$ cat config.mk
export PLATFORM = sky130hd
export DESIGN_NAME = sd_cmd_response_receiver
export DESIGN_NICKNAME = d
export VERILOG_FILES = /design/src/rtl/sd_cmd_pkg.sv /design/src/rtl/sd_crc7_serial.sv /design/src/rtl/sd_cmd_response_receiver.sv
export SDC_FILE = /design/constraint.sdc
export NUM_CORES = 1
export LEC_CHECK = 0
export ABC_AREA = 1
export ABC_CLOCK_PERIOD_IN_PS = 1900
export BUFFER_PORTS_ARGS = -buffer_cell sky130_fd_sc_hd__buf_2
export CAP_MARGIN = 40
export CORE_ASPECT_RATIO = 1.4
export CORE_MARGIN = 2
export CORE_UTILIZATION = 25
export DETAILED_ROUTE_END_ITERATION = 7
export GPL_TIMING_DRIVEN = 1
export PLACE_DENSITY = 0.42
export SYNTH_ARGS = -nofsm -noshare
export SYNTH_HDL_FRONTEND = slang
export SYNTH_SLANG_ARGS = --single-unit
$ cat constraint.sdc
create_clock -name in_sd_clk -period 1.9 [get_ports in_sd_clk]
set_clock_uncertainty 0.05 [all_clocks]
set_input_delay 0.19 -clock in_sd_clk [delete_from_list [all_inputs] [get_ports in_sd_clk]]
set_output_delay 0.19 -clock in_sd_clk [all_outputs]
set_load 0.05 [all_outputs]
$ cat src/rtl/sd_cmd_pkg.sv
// rtl/sd_cmd_pkg.sv - shared types and constants for the SD CMD-line response path
package sd_cmd_pkg;

    typedef enum logic [1:0] {
        ST_IDLE       = 2'd0,
        ST_WAIT_START = 2'd1,
        ST_RECEIVE    = 2'd2,
        ST_CHECK      = 2'd3
    } rx_state_e;

    localparam logic [1:0] RESP_NONE        = 2'd0;
    localparam logic [1:0] RESP_SHORT       = 2'd1;
    localparam logic [1:0] RESP_SHORT_NOCRC = 2'd2;
    localparam logic [1:0] RESP_LONG        = 2'd3;

    // x^7 + x^3 + 1 with the x^7 term implied by the shift
    localparam logic [6:0] CRC7_TAPS = 7'h09;

    // R2/R3 carry all ones where R1-style responses carry the command index
    localparam logic [5:0] CHECK_FIELD_ONES = 6'h3F;

endpackage

$ cat src/rtl/sd_crc7_serial.sv
// rtl/sd_crc7_serial.sv - bit-serial CRC7 generator shared by CMD transmit and receive
module sd_crc7_serial
    import sd_cmd_pkg::*;
(
    input  logic       clk,
    input  logic       resetn,
    input  logic       clear,
    input  logic       enable,
    input  logic       data_in,
    output logic [6:0] crc_out
);

    logic [6:0] crc_q;
    logic [6:0] crc_d;
    logic       feedback;

    // Next CRC value: clear takes priority over a data step
    always_comb begin
        crc_d    = crc_q;
        feedback = data_in ^ crc_q[6];
        if (clear) begin
            crc_d = '0;
        end else if (enable) begin
            crc_d = {crc_q[5:0], 1'b0} ^ (feedback ? CRC7_TAPS : 7'd0);
        end
    end

    // CRC register
    always_ff @(posedge clk) begin
        if (!resetn) begin
            crc_q <= '0;
        end else begin
            crc_q <= crc_d;
        end
    end

    assign crc_out = crc_q;

endmodule

$ cat src/rtl/sd_cmd_response_receiver.sv
// rtl/sd_cmd_response_receiver.sv - frames and checks an SD CMD-line response
module sd_cmd_response_receiver
    import sd_cmd_pkg::*;
#(
    parameter int RESP_TIMEOUT = 64,
    parameter int TO_W         = 7,
    parameter int SHORT_BITS   = 48,
    parameter int LONG_BITS    = 136
) (
    input  logic         in_sd_clk,
    input  logic         hrst_n,
    input  logic         in_soft_reset,
    input  logic         in_start,
    input  logic [1:0]   in_resp_type,
    input  logic [5:0]   in_cmd_index,
    input  logic         in_serial_cmd,
    output logic         out_busy,
    output logic         out_done,
    output logic [127:0] out_response,
    output logic         out_crc_error,
    output logic         out_frame_error,
    output logic         out_index_error,
    output logic         out_timeout_error
);

    localparam int CNT_W     = $clog2(LONG_BITS);
    // The start bit never needs to be kept, so the register is two short of a long frame
    localparam int SR_W      = LONG_BITS - 2;
    localparam int ARG_W     = SHORT_BITS - 16;
    localparam int PAYLOAD_W = LONG_BITS - 16;

    localparam logic [CNT_W-1:0] SHORT_LAST     = CNT_W'(SHORT_BITS - 1);
    localparam logic [CNT_W-1:0] LONG_LAST      = CNT_W'(LONG_BITS - 1);
    localparam logic [CNT_W-1:0] SHORT_CRC_LAST = CNT_W'(SHORT_BITS - 9);
    localparam logic [CNT_W-1:0] LONG_CRC_FIRST = CNT_W'(8);
    localparam logic [CNT_W-1:0] LONG_CRC_LAST  = CNT_W'(LONG_BITS - 9);
    localparam logic [TO_W-1:0]  TO_LAST        = TO_W'(RESP_TIMEOUT - 1);

    logic            rst_n;
    rx_state_e       state_q, state_d;
    logic [1:0]      type_q, type_d;
    logic [5:0]      idx_q, idx_d;
    logic [TO_W-1:0] to_cnt_q, to_cnt_d;
    logic [CNT_W-1:0] bit_cnt_q, bit_cnt_d;
    logic [SR_W-1:0] frame_q, frame_d;
    logic [127:0]    resp_q, resp_d;
    logic            crc_err_q, crc_err_d;
    logic            frame_err_q, frame_err_d;
    logic            index_err_q, index_err_d;
    logic            timeout_err_q, timeout_err_d;

    logic [SR_W:0]   frame_w;
    logic            crc_clear, crc_en;
    logic [6:0]      crc_calc;
    logic            last_bit, crc_window;
    logic            trans_bit, end_bit;
    logic [5:0]      check_field, exp_field;
    logic [6:0]      rx_crc;
    logic [127:0]    rx_resp;

    assign rst_n   = hrst_n & in_soft_reset;
    // Frame as it stands once the bit on the line this cycle is shifted in
    assign frame_w = {frame_q, in_serial_cmd};

    sd_crc7_serial u_crc7 (
        .clk     (in_sd_clk),
        .resetn  (rst_n),
        .clear   (crc_clear),
        .enable  (crc_en),
        .data_in (in_serial_cmd),
        .crc_out (crc_calc)
    );

    // Field decode of the completed frame, valid on the end-bit cycle
    always_comb begin
        rx_resp = '0;
        end_bit = frame_w[0];
        rx_crc  = frame_w[7:1];
        if (type_q == RESP_LONG) begin
            last_bit                 = (bit_cnt_q == LONG_LAST);
            crc_window               = (bit_cnt_q >= LONG_CRC_FIRST) && (bit_cnt_q <= LONG_CRC_LAST);
            trans_bit                = frame_w[LONG_BITS-2];
            check_field              = frame_w[LONG_BITS-3 -: 6];
            rx_resp[PAYLOAD_W-1:0]   = frame_w[LONG_BITS-9:8];
        end else begin
            last_bit                 = (bit_cnt_q == SHORT_LAST);
            crc_window               = (bit_cnt_q <= SHORT_CRC_LAST);
            trans_bit                = frame_w[SHORT_BITS-2];
            check_field              = frame_w[SHORT_BITS-3 -: 6];
            rx_resp[ARG_W-1:0]       = frame_w[SHORT_BITS-9 -: ARG_W];
        end
        exp_field = (type_q == RESP_SHORT) ? idx_q : CHECK_FIELD_ONES;
    end

    // Receive FSM: next state, counters, capture and result flags
    always_comb begin
        state_d       = state_q;
        type_d        = type_q;
        idx_d         = idx_q;
        to_cnt_d      = to_cnt_q;
        bit_cnt_d     = bit_cnt_q;
        frame_d       = frame_q;
        resp_d        = resp_q;
        crc_err_d     = crc_err_q;
        frame_err_d   = frame_err_q;
        index_err_d   = index_err_q;
        timeout_err_d = timeout_err_q;
        crc_clear     = 1'b0;
        crc_en        = 1'b0;
        case (state_q)
            ST_IDLE: begin
                if (in_start) begin
                    type_d        = in_resp_type;
                    idx_d         = in_cmd_index;
                    to_cnt_d      = '0;
                    resp_d        = '0;
                    crc_err_d     = 1'b0;
                    frame_err_d   = 1'b0;
                    index_err_d   = 1'b0;
                    timeout_err_d = 1'b0;
                    state_d       = (in_resp_type == RESP_NONE) ? ST_CHECK : ST_WAIT_START;
                end
            end
            ST_WAIT_START: begin
                // Line low is the start bit, even on the cycle the timeout would fire
                if (!in_serial_cmd) begin
                    bit_cnt_d = CNT_W'(1);
                    frame_d   = '0;
                    crc_clear = 1'b1;
                    state_d   = ST_RECEIVE;
                end else if (to_cnt_q == TO_LAST) begin
                    timeout_err_d = 1'b1;
                    state_d       = ST_CHECK;
                end else begin
                    to_cnt_d = to_cnt_q + TO_W'(1);
                end
            end
            ST_RECEIVE: begin
                frame_d   = frame_w[SR_W-1:0];
                bit_cnt_d = bit_cnt_q + CNT_W'(1);
                crc_en    = crc_window;
                if (last_bit) begin
                    resp_d      = rx_resp;
                    frame_err_d = trans_bit | ~end_bit;
                    index_err_d = (check_field != exp_field);
                    crc_err_d   = (type_q != RESP_SHORT_NOCRC) && (rx_crc != crc_calc);
                    state_d     = ST_CHECK;
                end
            end
            ST_CHECK: begin
                state_d = ST_IDLE;
            end
            default: begin
                state_d = ST_IDLE;
            end
        endcase
    end

    // State and result registers
    always_ff @(posedge in_sd_clk) begin
        if (!rst_n) begin
            state_q       <= ST_IDLE;
            type_q        <= RESP_NONE;
            idx_q         <= '0;
            to_cnt_q      <= '0;
            bit_cnt_q     <= '0;
            frame_q       <= '0;
            resp_q        <= '0;
            crc_err_q     <= 1'b0;
            frame_err_q   <= 1'b0;
            index_err_q   <= 1'b0;
            timeout_err_q <= 1'b0;
        end else begin
            state_q       <= state_d;
            type_q        <= type_d;
            idx_q         <= idx_d;
            to_cnt_q      <= to_cnt_d;
            bit_cnt_q     <= bit_cnt_d;
            frame_q       <= frame_d;
            resp_q        <= resp_d;
            crc_err_q     <= crc_err_d;
            frame_err_q   <= frame_err_d;
            index_err_q   <= index_err_d;
            timeout_err_q <= timeout_err_d;
        end
    end

    assign out_busy          = (state_q != ST_IDLE);
    assign out_done          = (state_q == ST_CHECK);
    assign out_response      = resp_q;
    assign out_crc_error     = crc_err_q;
    assign out_frame_error   = frame_err_q;
    assign out_index_error   = index_err_q;
    assign out_timeout_error = timeout_err_q;

endmodule

==> impl_results.md <==
- Final Net Count: 1706
- Clock sink count: 290
- Fin util: 31.67%
- Synth Register Bits: 290
- Largest family of logic cells by synthesized area: simple AND/OR/NAND/NOR gates
- Fmax: 0.5591 GHz
- Xor and xnor fraction of the mapped netlist area: less than 1%
- Syn Inst Count: between 1500 and 2000
- Tcrit/Tclk final: 94.14%
- Worst-skew pair later-pin latency: 0.58 ns
- Iter 0 DRT Violations: 463
- Core region area: about 47000 um2
- GR Overflow Total: 0
- Area growth, synth to finish: 25.86%
- Crit Path Class: reg -> reg
- Crit. End Element: register
- # fillers: 5096
- Initial Util: 25.16%
- Hold Crit Endpoint: type_q[0]
- Min-Delay Path Class: in -> reg
- Via count: ~11000
- DIE AREA: 48760 um2
- YS warnings: 0
- DR vias/cell: 4.567
- Crit path DAT: 2.24 ns
- Register area share after synthesis: 49.42%
- Critical Path Slowest Stage Cell: dfxtp_1
- Clock Pin Slew Worst Setup and Hold Paths: ~0.070 ns
- Fin area: 14790 um2
- Largest area contributor in the netlist: dfxtp_1
- Die height: about 260 um
- Async SR Flop Fraction: 0%
- Final GP Congestion: 0.7562
- Largest net degree at the start of global routing: 95
- Slowest stage delay, CP: 0.35 ns
- Top cells by area, synth: dfxtp_1 49%, nand2_1 13%, a21oi_1 12%, nand3_1 9.3%, nor2_1 2.6%
- Max-Cap Viols: 0
- Final setup vio count: 0
- Global Route Usage Sum: a little over an eighth
- Row cnt: 94
- Endpoints failing hold: 0
- Synth Area in Compound Gates: 13.55%
- Crit path launch type: register
- Cell area after synthesis: approximately 12000 um2
- Post-synth top area share: between 40% and 50%
- Most frequent cell after synthesis: nand2_1
- Setup ws final: 0.1113 ns
- Switching Power: 0.003580 W
- CTS tree: yes
- Global-route wire length before repair: 55.30 mm
- Clk root buf: clkbuf_16
- Required @ worst endpoint: 2.36 ns
- Sw frac: 25.51%
- Reg2reg start: state_q[1]
- Post-placement cell area: about 13000 um2
- Wire per inst: 14.92 um
- Worst slack at placement: -0.02205 ns
- CTS max path bufs: 3
- Setup slack, reg-to-reg: 0.11 ns
- Post-Synth Adder-Cell Area: less than 1%
- Hold path cells: 5
- Syn avg cell area: 7.482 um2
- Slew Limit Fails: 0
- Min-delay src: in_start
- Synth Flop Type: dfxtp_1
- Share of power burned in registers: between 40 and 50%
- Mux contribution to synthesized area: 0%
- Antenna violations before repair: 2
- Die W: 187.2 um
- Remaining DRCs: 0
- Multi-input logic area: 5264 um2
- Reg2reg end: out_response[75]
- Vias in the first global route: between 10000 and 15000
- TritonCTS Buffers: 31
- Actual slew at the worst max-slew pin: 0.5078 ns
- Routed WL: 34.83 mm
- Peak VDD IR: 0.6625 mV
- Register area: around 5800 um2
- Synth cell count leaders: 412 x nand2_1, 291 x a21oi_1, 290 x dfxtp_1
- CP Max Fanout: 53
- Placed wire-length estimate: around 21 mm
- Share of cells above drive strength 1: 17.14%
- Status: finished clean
- Fin crit period: 1.789 ns
- Slew margin rel.: 66.15%
- Cell-internal power: around 0.010 W
- Final antenna-violating net count: 0
- Number of flops mapped to enable cells by yosys: 0
- Buffers on Ports: 138
- Synth unique cells: 36
- Leakage: 5.090 nW
- Power Density: 949.3 nW/um2
- Crit path cell chain: buf_4, ha_4, inv_1, a21oi_4, buf_12, nand3_1, a21oi_1
- Comb power frac: 10.2%
- Io pins: 147
- Clk pwr share: 46.3%
- Pre-antenna DRT Iters: 4
- # H-tree levels: 1
- Synth Area in Simple Gates: 28.44%
- Cells on worst reg2reg path: 7
[cells in the final DEF (no fill, tap or decap), types with 5 or more instances in the layout]
| master | n |
|---|---|
| nor3_1 | 5 |
| inv_1 | 29 |
| inv_2 | 5 |
| clkbuf_16 | 34 |
| o21ai_0 | 16 |
| nand3_1 | 218 |
| buf_2 | 137 |
| nand2_1 | 409 |
| clkbuf_8 | 14 |
| buf_12 | 24 |
| conb_1 | 8 |
| dlygate4sd3_1 | 9 |
| nor2_1 | 80 |
| xnor2_1 | 6 |
| nand4_1 | 42 |
| dfxtp_1 | 288 |
| a21oi_1 | 291 |
| buf_4 | 35 |
[worst max path at each step]
stage,startpoint,to
6_report,state_q[1],out_response[75]
5_1_grt,state_q[1],out_response[50]
4_1_cts,state_q[0],to_cnt_q[5]
3_5_place_dp,state_q[0],to_cnt_q[5]
3_3_place_gp,state_q[0],to_cnt_q[2]
2_1_floorplan,state_q[1],out_response[102]
[state kept, by name, indices dropped and copies added (netlist names), 2 cells and up]
name / flops
frame_q: 134
out_response: 120
bit_cnt_q: 8
to_cnt_q: 7
u_crc7.crc_out: 7
idx_q: 6
state_q: 2
type_q: 2
[power groups by stage]
stage	clock, W	sequential (W)	combinational, W
after floorplan	0	0.00624	0.000864
after global placement	0	0.00624	0.00134
after detailed placement	0	0.00624	0.00134
after CTS	0.00675	0.00610	0.00136
after global routing	0.00698	0.00610	0.00155
final	0.00650	0.00610	0.00143
[final cells by class]
| cell class | instances | share of cell area (%) |
|---|---|---|
| Multi-Input combinational cell | 1113 | 35.60 |
| Tap cell | 624 | 5.281 |
| Clock inverter | 11 | 0.9563 |
| Clock buffer | 46 | 6.575 |
| Inverter | 38 | 1.024 |
| Antenna cell | 2 | 0.03385 |
| Timing Repair Buffer | 211 | 11.23 |
| Sequential cell | 290 | 39.30 |
[per-stage QoR]
| stage | cells | setup TNS, ns | power (W) | hold slack [ns] |
|---|---|---|---|---|
| floorplan | 1577 | 0 | 0.007101 | 0.3055 |
| global placement | 2260 | -0.08478 | 0.007580 | 0.3957 |
| detailed placement | 2260 | -0.02697 | 0.007576 | 0.4009 |
| CTS | 2326 | 0 | 0.01421 | 0.001516 |
| global route | 2334 | -0.001450 | 0.01463 | 0.04377 |
| finish | 2335 | 0 | 0.01404 | 0.02749 |
[critical path: cells and delay by family, from the launching register on]
kind	cells	cell delay, ns
AO/OA/AOI/OAI	2	0.43
buffers and inverters	3	0.54
adder cells (fa/ha/maj)	1	0.17
AND/OR/NAND/NOR	1	0.16
flip-flops	1	0.35
[what timing repair did]
action / 4_1_cts / 5_1_grt
setup buffers: 0 / 4
gates cloned: 0 / 3
resized for setup: 2 / 18
setup endpoints to repair: 4 / 172
hold endpoints to repair: 10 / 0
hold buffers: 9 / 0
pin swaps: 0 / 3
[logic make-up (layout without fill, tap and decap cells)]
group / after synthesis / in the layout
and+or+nand+nor: 773 / 773
AOI/OAI and AO/OA: 314 / 314
DFF: 290 / 290
buffers and inverters: 174 / 306
xor gates and xnor gates: 10 / 10
adders and majority gates: 8 / 8
other: 1 / 10
[per-layer routing]
layer	vias up	routed length (um)	track usage, %
li1	5457	-	-
met1	4968	14880	16.06
met2	195	17720	25.75
met3	44	1445	2.017
met4	0	778	4.012
met5	-	0	0
(Power assumes the default switching activity.)
